--- config.mk ---
export PLATFORM = sky130hd
export DESIGN_NAME = l2_arbiter
export DESIGN_NICKNAME = d
export VERILOG_FILES = /design/src/rtl/l2_arbiter.sv
export SDC_FILE = /design/constraint.sdc
export NUM_CORES = 1
export LEC_CHECK = 0
export ABC_AREA = 1
export CAP_MARGIN = 30
export CORE_AREA = 4 4 335 337
export CTS_BUF_LIST = sky130_fd_sc_hd__clkbuf_8
export DETAILED_ROUTE_END_ITERATION = 7
export DIE_AREA = 0 0 339 341
export GPL_ROUTABILITY_DRIVEN = 0
export MAX_ROUTING_LAYER = met4
export PLACE_DENSITY_LB_ADDON = 0.08
export RECOVER_POWER = 50
export SYNTH_ARGS = -nofsm -noshare
export SYNTH_HDL_FRONTEND = slang
export SYNTH_SLANG_ARGS = --single-unit
--- constraint.sdc ---
create_clock -name clk -period 2.57 [get_ports clk]
set_input_delay 0.257 -clock clk [delete_from_list [all_inputs] [get_ports clk]]
set_output_delay 0.257 -clock clk [all_outputs]
set_load 0.005 [all_outputs]
--- src/rtl/l2_arbiter.sv ---
// ---------------------------------------------------------------------------
// l2_arbiter
//
// Two-port wishbone arbiter between the split L1 caches and the unified L2.
// Instruction- and data-cache misses arrive on two wishbone slave ports. A
// registered grant FSM forwards one of them at a time to the wishbone master
// port that drives the L2 slave. Responses go back only to the granted port.
// Every other requester is answered with RTY until it receives its own ACK.
//
// Ports
//   clk, rst          single clock; asynchronous active-high reset
//   ic_*              I-cache slave port  (cyc, stb, we, adr, sel, dat_m in;
//                                          dat_s, ack, rty out)
//   dc_*              D-cache slave port  (same signal set as ic_*)
//   l2_*              L2 master port      (cyc, stb, we, adr, sel, dat_m out;
//                                          dat_s, ack, rty in)
//
// Lines are 128 bits with 16 byte-selects. ADR is a 12-bit line address.
// ---------------------------------------------------------------------------
module l2_arbiter (
    input  logic                clk,
    input  logic                rst,

    input  logic                ic_cyc,
    input  logic                ic_stb,
    input  logic                ic_we,
    input  logic [11:0]         ic_adr,
    input  logic [15:0]         ic_sel,
    input  logic [127:0]        ic_dat_m,
    output logic [127:0]        ic_dat_s,
    output logic                ic_ack,
    output logic                ic_rty,

    input  logic                dc_cyc,
    input  logic                dc_stb,
    input  logic                dc_we,
    input  logic [11:0]         dc_adr,
    input  logic [15:0]         dc_sel,
    input  logic [127:0]        dc_dat_m,
    output logic [127:0]        dc_dat_s,
    output logic                dc_ack,
    output logic                dc_rty,

    output logic                l2_cyc,
    output logic                l2_stb,
    output logic                l2_we,
    output logic [11:0]         l2_adr,
    output logic [15:0]         l2_sel,
    output logic [127:0]        l2_dat_m,
    input  logic [127:0]        l2_dat_s,
    input  logic                l2_ack,
    input  logic                l2_rty
);

    typedef enum logic [1:0] {
        IDLE  = 2'd0,
        GNT_I = 2'd1,
        GNT_D = 2'd2
    } state_t;

    state_t state;
    logic   last_d;     // 1 when the most recent completed grant went to D

    logic   req_i;
    logic   req_d;

    // L2 retry is never acted on: the caches keep STB/CYC up until they get
    // an ACK, which already amounts to a retry.
    logic   unused_l2_rty;

    assign unused_l2_rty = l2_rty;

    assign req_i = ic_stb & ic_cyc;
    assign req_d = dc_stb & dc_cyc;

    // Grant FSM. Every grant returns to IDLE on ACK or abort, so the L2 sees
    // at least one dead cycle between transactions. Only requests sampled in
    // IDLE can win a grant.
    always_ff @(posedge clk or posedge rst) begin
        if (rst) begin
            state  <= IDLE;
            last_d <= 1'b0;
        end else begin
            case (state)
                IDLE: begin
                    if (req_i && req_d)
                        state <= last_d ? GNT_I : GNT_D;
                    else if (req_i)
                        state <= GNT_I;
                    else if (req_d)
                        state <= GNT_D;
                end
                GNT_I: begin
                    if (l2_ack) begin
                        state  <= IDLE;
                        last_d <= 1'b0;
                    end else if (!req_i) begin
                        state  <= IDLE;     // master abort, fairness untouched
                    end
                end
                GNT_D: begin
                    if (l2_ack) begin
                        state  <= IDLE;
                        last_d <= 1'b1;
                    end else if (!req_d) begin
                        state  <= IDLE;
                    end
                end
                default: state <= IDLE;
            endcase
        end
    end

    // The master port mux is selected only by the registered state. The
    // request attributes are not latched, so the granted cache must hold them
    // steady for the whole grant. The async reset forces IDLE, which zeroes
    // the master port immediately.
    always_comb begin
        l2_cyc   = 1'b0;
        l2_stb   = 1'b0;
        l2_we    = 1'b0;
        l2_adr   = '0;
        l2_sel   = '0;
        l2_dat_m = '0;
        case (state)
            GNT_I: begin
                l2_cyc   = ic_cyc;
                l2_stb   = ic_stb;
                l2_we    = ic_we;
                l2_adr   = ic_adr;
                l2_sel   = ic_sel;
                l2_dat_m = ic_dat_m;
            end
            GNT_D: begin
                l2_cyc   = dc_cyc;
                l2_stb   = dc_stb;
                l2_we    = dc_we;
                l2_adr   = dc_adr;
                l2_sel   = dc_sel;
                l2_dat_m = dc_dat_m;
            end
            default: ;
        endcase
    end

    // Read data is broadcast. A port that has no ACK ignores it.
    assign ic_dat_s = l2_dat_s;
    assign dc_dat_s = l2_dat_s;

    // ACK passes straight through to the granted port in the same cycle.
    assign ic_ack = l2_ack & (state == GNT_I);
    assign dc_ack = l2_ack & (state == GNT_D);

    // A requester is retried every cycle until it sees its ACK. This applies
    // to the granted port as well. The retry is forced low during reset.
    assign ic_rty = req_i & ~ic_ack & ~rst;
    assign dc_rty = req_d & ~dc_ack & ~rst;

endmodule

**Yosys cells after proc, flatten, opt, wreduce, memory -nomap -nowiden**

Cells that the tools add are included.

- Equality and inequality tests: 7
- Muxes and demuxes: 18
- Bitwise operators: 11
- Reduce and logical (&&, ||, !) cells: 5

Operators by type and width:

| cell | number |
|---|---|
| 128-bit case mux with 2 select lines | 1 |
| 16-bit case mux with 2 select lines | 1 |
| 12-bit case mux with 2 select lines | 1 |
| 2-bit two-way mux | 8 |
| 1-bit bitwise AND | 8 |
| 1-bit case mux with 2 select lines | 4 |
| 3-bit != test (second input constant) | 2 |
| 2-bit case mux with 3 select lines | 1 |
| 3-bit AND reduction | 2 |
| 2-bit != test (second input constant) | 2 |
| 4-bit != test (second input constant) | 1 |
| 1-bit inverter | 3 |
| 2-bit by 1-bit equality test with 1-bit output (second input constant) | 1 |
| 2-bit equality test (second input constant) | 1 |
| 2-bit logical NOT | 1 |
| 1-bit two-way mux | 2 |
| 2-bit nonzero test | 1 |
| 1-bit logical AND | 1 |

- Register bits: 3
- Bits of input ports: 450
- Output and inout port bits: 419
- Word-level logic and storage cells: 43

**Depth between registers and ports, before layout**

- Depth after elaboration: 5
- Mapped depth: 9
- Mapped depth without buffers: 8

**Least setup slack after synthesis**

Ideal clock, no wire load.

- Path kind: register to output
- Start point: reg state[0]
- End point: out l2_sel[10]
- Arrival: 1.199 ns
- Required time: 2.313 ns
- Path slack: 1.114 ns
- Stages on the path, launching flop included: 7
- Buffers on the path: 2
- Path through: dfrtp_1 inv_1 ha_1 inv_2 buf_2 buf_2 a21oi_1

- Word-level cells in the longest chain between the ends: 2
- Elaborated cells between the ends (all ways): 3
- Classes of those cells: 2 x eq/ne; 1 x mux

Ends and longest elaborated chain:

| element | RTL line | source |
|---|---|---|
| start, declared | 61 | `state_t state;` |
| start signal, assigned | 87 | `state <= last_d ? GNT_I : GNT_D;` |
| 2-bit equality test or 2-bit by 1-bit equality test with 1-bit output (tied branches) | 125 | `case (state)` |
| 16-bit case mux with 2 select lines (*) | 125 |  |
| end, declared | 48 | `output logic [15:0] l2_sel,` |

Mark *: on every way between the ends. The rest lies on a longest branch, timed or not.

**Worst setup path in the final report**

- Start point: reg state[1]
- End point: out l2_sel[2]

The elaborated chain is that of the path after synthesis.

==> impl_metrics.tcl <==
set metrics [dict create \
    core_mm2 0.1089 \
    synthToLayoutAreaGrowth_pct 112.0 \
    grt_pass1_wl_mm 53.33 \
    synth_top_family_by_area "buffers and inverters" \
    vias_per_cell 2.423 \
    ios 869 \
    start_util 0.04195 \
    crit_required_ns 2.31 \
    fp.dieW_um 339 \
    synthAdderAreaFrac 0.008219 \
    fin_skew_ns 0.0007146 \
    worstSetupEndpointType "output port" \
    dr.pass1.iters 4 \
    crit_path_max_fanout 57 \
    numPortBuffers 483 \
    endpoint "l2_sel[2]" \
    drtAntennaViolNets 0 \
    dpl_cell_area_mm2 0.009330 \
    cp.arrival_ns 2.25 \
    use_met2 0.1113 \
    clockBufferDepth 2 \
    hp-class "input port to async pin" \
    drive_gt1_frac 0.06711 \
    synthesis.nets 1278 \
    tns_ns 0 \
    p_sw_mw 3.322 \
    max_stage_delay_ns 0.59 \
    synthCells 825 \
    intPower_mw 3.281 \
    dp_cells 2456 \
    drv_cap 0 \
    synth_cell_type_count 15 \
    clockRootBuffer "clkbuf_8" \
    wl_per_cell_um 16.74 \
    grt_pass1_vias 6679 \
    slowest_stage "clkdlybuf4s50_1" \
    path_class "flop to output port" \
    synth_top_cells_by_area "buf_4, nand2_1, a21oi_1" \
    yosysSeqAreaShare 0.01644 \
    rows 121 \
    status "complete, no violations" \
    path_cells "inv_1, ha_2, inv_12, buf_4, a21oi_1, clkdlybuf4s50_1" \
    clkPwrFrac 0.020 \
    synth-simple-area-share 0.2808 \
    post-synth-top-area-cell "buf_4" \
    synth_compound_area_frac 0.1764 \
    drv_slew 0 \
    die_h_um 341 \
    fill_cells 12805 \
    grt_max_degree 58 \
    final_common_cell "clkdlybuf4s50_1" \
    syn_area_per_cell_um2 5.536 \
    tightest_slew_ns 0.4387 \
    synth_mux_area_frac 0 \
    rsz0062_at_grt "yes" \
    final_hold_viol_count 0 \
    met3_usage 0.03652 \
    final_area_mm2 0.009682 \
    rrSetupSlack_ns 0.95 \
    r2r-end "state[0]$_DFFE_PP0P_" \
    clk_pin_slew_worst_paths_ns 0.03 \
    synth_xor_area_frac 0 \
    combinationalPowerShare 0.969 \
    final_cell_mix "clkdlybuf4s50_1, nand2_1, a21oi_1" \
    routed_wl_mm 41.64 \
    worstReg2RegStart "state[0]$_DFFE_PP0P_" \
    cts.htree.levels 1 \
    clock_latency_ns 0.21 \
    clock_sinks 3 \
    drtIter0Drc 187 \
    top_usage_layer "met2" \
    fin_crit_ns 2.506 \
    synthesis.area_mm2 0.004567 \
    setup_violations 0 \
    relSlewSlack 0.7075 \
    rr_worst_depth 10 \
    overflow 0 \
    fmax_mhz 399.1 \
    yosysTopAreaCellShare 0.4241 \
    startpoint "state[1]$_DFFE_PP0P_" \
    sw_frac_of_total 0.5031 \
    track_usage 0.06597 \
    gr-usage-met1 0.06721 \
    die-area_mm2 0.1156 \
    cts_tree "yes" \
    post-dp-hpwl_mm 34.47 \
    cts_buffers 3 \
    pwr_density_cell_mw_per_mm2 682.0 \
    ctsHoldBuffers 0 \
    num-nets-final 1512 \
    num_vias 6028 \
    start_kind "flop" \
    seq_power_share 0.011 \
    post-route-period-util 0.9751 \
    peakVddDrop_v 0.0005474 \
    ys_ff_latch 3 \
    fin_cells 2488 \
    antenna_found_initial 17 \
    p_leak_nw 3.055 \
    remaining_drc_errors 0 \
    yosys_warnings 0 \
]
critical path: cells and delay by family (launching register included):
family	cells	cell delay, ns
DFF	1	0.33
adders and majority gates	1	0.42
buffers and inverters	4	1.01
AOI/OAI and AO/OA	1	0.23
area by class of cell:
| class | instances | area, µm² | share of cell area |
|---|---|---|---|
| clock inverter | 1 | 3.754 | 0.0003877 |
| inverter | 10 | 50.05 | 0.005169 |
| multi-input combinational | 503 | 2165 | 0.2236 |
| sequential | 3 | 75.07 | 0.007754 |
| clock buffer | 3 | 41.29 | 0.004265 |
| timing repair buffer | 538 | 5538 | 0.5720 |
| tap | 1414 | 1769 | 0.1827 |
| antenna | 16 | 40.04 | 0.004135 |
power by group through the flow:
stage / combinational, mW / sequential, mW / clock, mW
6_report: 6.40 / 0.0724 / 0.131
2_1_floorplan: 2.65 / 0.0747 / 0
4_1_cts: 6.23 / 0.0727 / 0.136
3_5_place_dp: 6.17 / 0.0732 / 0
3_3_place_gp: 6.27 / 0.0746 / 0
5_1_grt: 7.07 / 0.0753 / 0.141
metal layers:
layer | share of wire | wire [µm] | up-vias
met3 | 0.13 | 5452 | 68
met1 | 0.38 | 15710 | 2618
met2 | 0.47 | 19620 | 520
li1 | - | - | 2822
met5 | 0 | 0 | -
met4 | 0.020 | 853 | 0
cells in the mapped netlist (all sizes together):
cell,instances
a21oi,160
buf,305
clkbuf,4
dfrtp,3
ha,3
inv,10
nand2,330
nand3,6
nor2,1
nor3,2
o21ai,1
sequential cells by signal, indices dropped and copies added (netlist names):
name,cells
last_d,1
state,2
repair_timing:
item / in CTS / in global routing
pin swaps: 0 / 3
setup buffers: 0 / 6
resized for setup: 11 / 13
setup endpoints to repair: 116 / 49
gates cloned: 0 / 6
cells by family (layout without fill, tap and decap cells):
| group | after synthesis | count (layout) |
|---|---|---|
| AND/OR/NAND/NOR | 339 | 339 |
| other | 0 | 16 |
| flip-flops | 3 | 3 |
| AO/OA/AOI/OAI | 161 | 161 |
| adder cells (fa/ha/maj) | 3 | 3 |
| buffers and inverters | 319 | 552 |
how the worst min path moves through the flow:
stage                         endpoint  slack, ns  cells past startpoint
global placement          dc_dat_s[13]       0.51                      0
CTS                 last_d$_DFFE_PP0P_       0.36                      2
finish              last_d$_DFFE_PP0P_       0.37                      2
floorplan           last_d$_DFFE_PP0P_       0.01                      1
global route        last_d$_DFFE_PP0P_       0.38                      2
detailed placement        dc_dat_s[13]       0.51                      0
metrics by stage:
| step | utilization | hold WS (ns) | power, mW | setup WS, ns |
|---|---|---|---|---|
| after floorplan | - | 0.01064 | 2.727 | 1.114 |
| after global placement | 0.08571 | 0.5141 | 6.349 | 0.1022 |
| after detailed placement | 0.08571 | 0.5141 | 6.241 | 0.1104 |
| after CTS | 0.08628 | 0.3642 | 6.438 | 0.01166 |
| after global routing | 0.08892 | 0.3767 | 7.288 | -0.04306 |
| final | 0.08894 | 0.3674 | 6.603 | 0.06406 |
(Power assumes the default switching activity.)
